### src/rtl/msg_ser_pkg.sv
// Shared types and constants for the message byte serializer.
// Imported by message_serializer.
package msg_ser_pkg;

  localparam int MSG_BYTES_DEF = 100;
  localparam int BYTE_W_DEF    = 8;

  typedef enum logic [1:0] {
    ST_IDLE = 2'd0,
    ST_SKIP = 2'd1,
    ST_SEND = 2'd2
  } ser_state_e;

  // Bits needed to hold any count in 0..n
  function automatic int cnt_w(input int n);
    return $clog2(n + 1);
  endfunction

endpackage

### src/rtl/message_serializer.sv
// Wide-word to byte-stream serializer with valid/ready output.
// Optional macro MSG_SER_NUL_SKIP_EN drops leading NUL padding.
module message_serializer
  import msg_ser_pkg::*;
#(
  parameter int MSG_BYTES = MSG_BYTES_DEF,
  parameter int BYTE_W    = BYTE_W_DEF,
  parameter bit MSB_FIRST = 1'b1
) (
  input  logic                             clock,
  input  logic                             reset,
  input  logic                             load,
  input  logic [MSG_BYTES*BYTE_W-1:0]      in_message,
  output logic                             load_ready,
  output logic [BYTE_W-1:0]                out_byte,
  output logic                             out_valid,
  input  logic                             out_ready,
  output logic                             out_last,
  output logic                             done,
  output logic [$clog2(MSG_BYTES+1)-1:0]   remaining
);

  localparam int DW = MSG_BYTES * BYTE_W;
  localparam int CW = cnt_w(MSG_BYTES);

  localparam logic [CW-1:0] CNT_ONE  = CW'(1);
  localparam logic [CW-1:0] CNT_FULL = CW'(MSG_BYTES);

  ser_state_e          state_q, state_d;
  logic [DW-1:0]       shreg_q, shreg_d;
  logic [CW-1:0]       rem_q, rem_d;
  logic                done_q, done_d;

  logic [DW-1:0]       shifted;
  logic [BYTE_W-1:0]   head;
  logic                is_last;

  // Byte at the emitting end of a message-sized word
  function automatic logic [BYTE_W-1:0] head_of(
    input logic [DW-1:0] v
  );
    if (MSB_FIRST) begin
      return v[DW-1 -: BYTE_W];
    end else begin
      return v[BYTE_W-1:0];
    end
  endfunction

  // Register after consuming the head byte; vacated end is zero-filled
  always_comb begin
    if (MSB_FIRST) begin
      shifted = shreg_q << BYTE_W;
    end else begin
      shifted = shreg_q >> BYTE_W;
    end
  end

  assign head    = head_of(shreg_q);
  assign is_last = (rem_q == CNT_ONE);

  // Next-state, shift and count control
  always_comb begin
    state_d = state_q;
    shreg_d = shreg_q;
    rem_d   = rem_q;
    done_d  = 1'b0;
    unique case (state_q)
      ST_IDLE: begin
        if (load) begin
          shreg_d = in_message;
          rem_d   = CNT_FULL;
`ifdef MSG_SER_NUL_SKIP_EN
          // Entering SKIP only with a NUL head keeps k=0 at N+1
          if (head_of(in_message) == '0) begin
            state_d = ST_SKIP;
          end else begin
            state_d = ST_SEND;
          end
`else
          state_d = ST_SEND;
`endif
        end
      end
`ifdef MSG_SER_NUL_SKIP_EN
      ST_SKIP: begin
        if (head != '0) begin
          state_d = ST_SEND;
        end else if (rem_q == '0) begin
          state_d = ST_IDLE;
          done_d  = 1'b1;
        end else begin
          shreg_d = shifted;
          rem_d   = rem_q - CNT_ONE;
          // Look past the dropped byte so SEND starts without a bubble
          if (is_last) begin
            state_d = ST_IDLE;
            done_d  = 1'b1;
          end else if (head_of(shifted) != '0) begin
            state_d = ST_SEND;
          end
        end
      end
`endif
      ST_SEND: begin
        if (out_ready) begin
          shreg_d = shifted;
          rem_d   = rem_q - CNT_ONE;
          if (is_last) begin
            state_d = ST_IDLE;
            done_d  = 1'b1;
          end
        end
      end
      default: begin
        state_d = ST_IDLE;
      end
    endcase
  end

  // State, shift register, counter and done pulse registers
  always_ff @(posedge clock) begin
    if (reset) begin
      state_q <= ST_IDLE;
      shreg_q <= '0;
      rem_q   <= '0;
      done_q  <= 1'b0;
    end else begin
      state_q <= state_d;
      shreg_q <= shreg_d;
      rem_q   <= rem_d;
      done_q  <= done_d;
    end
  end

  assign load_ready = (state_q == ST_IDLE);
  assign out_valid  = (state_q == ST_SEND);
  assign out_byte   = out_valid ? head : '0;
  assign out_last   = out_valid & is_last;
  assign done       = done_q;
  assign remaining  = rem_q;

endmodule
### config.mk
export PLATFORM = sky130hd
export DESIGN_NAME = message_serializer
export DESIGN_NICKNAME = d
export VERILOG_FILES = /design/src/rtl/msg_ser_pkg.sv /design/src/rtl/message_serializer.sv
export SDC_FILE = /design/constraint.sdc
export NUM_CORES = 2
export LEC_CHECK = 0
export CORE_AREA = 2 2 319 321
export CTS_CLUSTER_SIZE = 20
export DETAILED_ROUTE_END_ITERATION = 7
export DIE_AREA = 0 0 321 323
export DONT_BUFFER_PORTS = 1
export MAX_ROUTING_LAYER = met4
export PLACE_DENSITY_LB_ADDON = 0.2
export SETUP_SLACK_MARGIN = 0.2
export SLEW_MARGIN = 25
export SYNTH_ARGS = -nofsm -noshare
export SYNTH_HDL_FRONTEND = slang
export SYNTH_SLANG_ARGS = --single-unit
### constraint.sdc
create_clock -name clock -period 2.3 [get_ports clock]
set_input_delay 0.46 -clock clock [delete_from_list [all_inputs] [get_ports clock]]
set_output_delay 0.46 -clock clock [all_outputs]
set_load 0.01 [all_outputs]
==> results.toml <==
[timing]
rsz0062_at_grt = "yes"
hold_viol = 73
max_clock_freq_mhz = 461.8
fin_tns_setup_ns = 0
fin_ws_ns = 0.1345
finalSetupViolations = 0
drv_slew = 0
min_period_over_period_pct = 94.15
period_needed_ns = 2.166
holdWs_ns = -0.1336
finClkSkew_ns = 0.03132
slew_headroom_pct = 35.92
tightest_slew_ns = 0.9611

[synthesis]
syn_area_um2 = 39200
yosys.area.top_type = "dfxtp_1"
syn_nets = 4410
yosysWarnings = 0
synth_commonest_cells = "809 x dfxtp_1, 802 x nor2_1, 793 x mux2i_1, 760 x a211oi_2, 165 x clkbuf_1"
synth_async_sr_flop_share_pct = 0
netlist_instances = 3604
synth_ff_type = "dfxtp_1"
synth_edf_count = 0
syn_area_per_cell_um2 = 10.88
synth-seq-cells = 809
yosys.area.top_type_share_pct = 41.32
yosysMostFrequentCell = "dfxtp_1"
synth.distinct_cells = 33
ys_seq_area_share_pct = 41.32
synth_top_cells_by_area = "dfxtp_1 41%, a211oi_2 24%, mux2i_1 20%"

[setup_path]
slowest_delay_ns = 0.56
r2r_cells = 9
regToRegEndpoint = "shreg_q[482]$_SDFFE_PP0P_"
critical_path_arrival_ns = 1.71
critical_path.startpoint = "remaining[2]$_SDFFE_PP0P_"
cp-end-kind = "output pin"
worstPathRequired_ns = 1.84
cp_slowest_cell = "or4_4"
timing.rr.start = "state_q[1]$_SDFFE_PP0P_"
critPathKind = "reg -> out"
worstPathCellList = "or4_4 > nor3_4"
r2r_slack_ns = 0.23
start_kind = "flop"
crit_fanout = 2

[floorplanning]
die_w_um = 321
core_um2 = 100700
ioPinCount = 823
die_y_um = 323
fp.dieArea_um2 = 103700
num_rows = 117
start_util_pct = 38.92

[min_path]
min_to = "shreg_q[655]$_SDFFE_PP0P_"
holdCritStartpoint = "reset"
hold_path_depth = 1
min_path_type = "in -> reg"

[grt]
grt_pass1_wl_um = 160700
grt_pass1_vias = 25110
grt_overflow = 0
grt_max_degree = 810
antenna_found_initial = 31
grt_use_total_pct = 20.68

[status]
violations = "negative hold slack"
status = "complete, but fails checks"

[power]
p_per_area_nw_per_um2 = 836.6
leakage_uw = 0.01710
internal_power_uw = 27870
p_switching_uw = 10760
seqPwrFrac_pct = 42.0
power_frac_comb_pct = 17.5
ir_worst_vdd_v = 0.0006429
power_uw = 38630
p_clk_share_pct = 40.5
netSwitchingFraction_pct = 27.86

[clock_network]
cts_buffers = 94
worstSkewPairLatency_ns = 0.68
cts_htree_levels = 3
cts_hold_buf = 42
clkTransAtPathRegs_ns = 0.06
cts_tree = "done"
root_buffer = "clkbuf_16"
clockBufferDepth = 3
clkSinkCount = 809

[job]
cap_violations = 0

[place]
placed_area_um2 = 40170
gp_congestion = 0.8027
hpwl_um = 76820
io_buffers = 0
post-place-ws_ns = 0.2937
place_inst = 4657

[detailed_routing]
drtPass1Iterations = 5
antenna_left = 0
drt_wl_total_um = 118300
first_iter_violations = 1524
routedWlPerCell_um = 23.64
route.detailed.drc = 0
vias_per_cell = 5.327
dr_total_vias = 26650

[final_layout]
fill_cells = 9287
final_nets = 4388
stdcell_area_um2 = 46170
area_delta_synth_final_pct = 17.79
layout.cells.non_filler = 5003
drive_gt1_share_pct = 33.56
==> worst max-delay path: cells and delay by family (launching register included) <==
| family | cells | cell delay (ns) |
|---|---|---|
| AND/OR/NAND/NOR | 2 | 0.74 |
| flip-flops | 1 | 0.31 |
==> worst max-delay path by stage <==
| stage | end | cells past startpoint | slack [ns] |
|---|---|---|---|
| 6_report | out_last | 2 | 0.13 |
| 5_1_grt | out_last | 2 | 0.07 |
| 4_1_cts | out_byte[2] | 4 | 0.03 |
| 3_5_place_dp | shreg_q[187]$_SDFFE_PP0P_ | 4 | 0.29 |
| 3_3_place_gp | shreg_q[225]$_SDFFE_PP0P_ | 4 | 0.32 |
| 2_1_floorplan | out_last | 6 | 0.27 |
==> state kept, by name, summed over array words and instances, names as in the netlist <==
register	flops
shreg_q	800
remaining	7
done	1
state_q	1
==> per-stage QoR <==
| step | hold WS, ns | utilization, % |
|---|---|---|
| floorplan | 0.4652 | - |
| global placement | 0.4779 | 39.88 |
| detailed placement | 0.4868 | 39.88 |
| CTS | -0.1265 | 44.04 |
| global route | -0.1997 | 45.84 |
| finish | -0.1336 | 45.84 |
==> logic make-up (layout without fill, tap and decap cells) <==
group	after synthesis	count (layout)	share of synthesized area, %
flops	809	809	41.32
other cells	0	32	0
simple gates	827	827	8.076
fa+ha+maj	2	2	0.06383
buf+inv	360	418	5.011
compound gates	811	811	25.22
mux	794	794	20.29
xor+xnor	1	1	0.02235
==> power groups by stage <==
stage / Sequential (µW) / Combinational, µW / Clock [µW]
finish: 16200 / 6760 / 15700
detailed placement: 16500 / 5590 / 0
floorplan: 16200 / 5160 / 0
global placement: 16500 / 5480 / 0
CTS: 16200 / 5860 / 16100
global route: 16400 / 7340 / 16600
==> repair_timing <==
action | 4_1_cts | 5_1_grt
endpoints found under the hold margin | 320 | 73
buffers inserted | 13 | 31
setup endpoints to repair | 11 | 763
cloned | 6 | 40
resized for setup | 47 | 144
==> final cells by class <==
| cell class | instances | area (µm²) | area share [%] |
|---|---|---|---|
| Multi-Input combinational cell | 2435 | 21340 | 46.22 |
| Sequential cell | 809 | 16200 | 35.09 |
| Timing Repair Buffer | 239 | 3627 | 7.856 |
| Clock buffer | 138 | 2800 | 6.065 |
| Tap cell | 1309 | 1638 | 3.547 |
| Clock inverter | 38 | 465.4 | 1.008 |
| Antenna cell | 32 | 80.08 | 0.1734 |
| Inverter | 3 | 15.01 | 0.03252 |
==> routing by layer <==
metal / GRT usage (%) / vias up / share of wire [%]
li1: - / 13140 / -
met1: 24.01 / 12720 / 42
met2: 33.90 / 622 / 49
met3: 6.236 / 164 / 6.4
met4: 7.196 / 0 / 2.6
met5: - / - / 0
==> layout by cell type (no fill, tap or decap), drive strengths merged, types with 3 or more instances in the layout <==
cell / netlist / routed
a211oi: 794 / 794
a21oi: 3 / 3
a22oi: 8 / 8
and2: 8 / 8
buf: 192 / 164
bufbuf: 0 / 5
bufinv: 0 / 8
clkbuf: 165 / 166
clkinv: 0 / 25
clkinvlp: 0 / 3
dfxtp: 809 / 809
diode: 0 / 32
dlygate4sd3: 0 / 42
inv: 3 / 5
mux2i: 793 / 793
nor2: 802 / 802
nor3: 4 / 4
No activity file was read; power rests on OpenSTA's default activity.
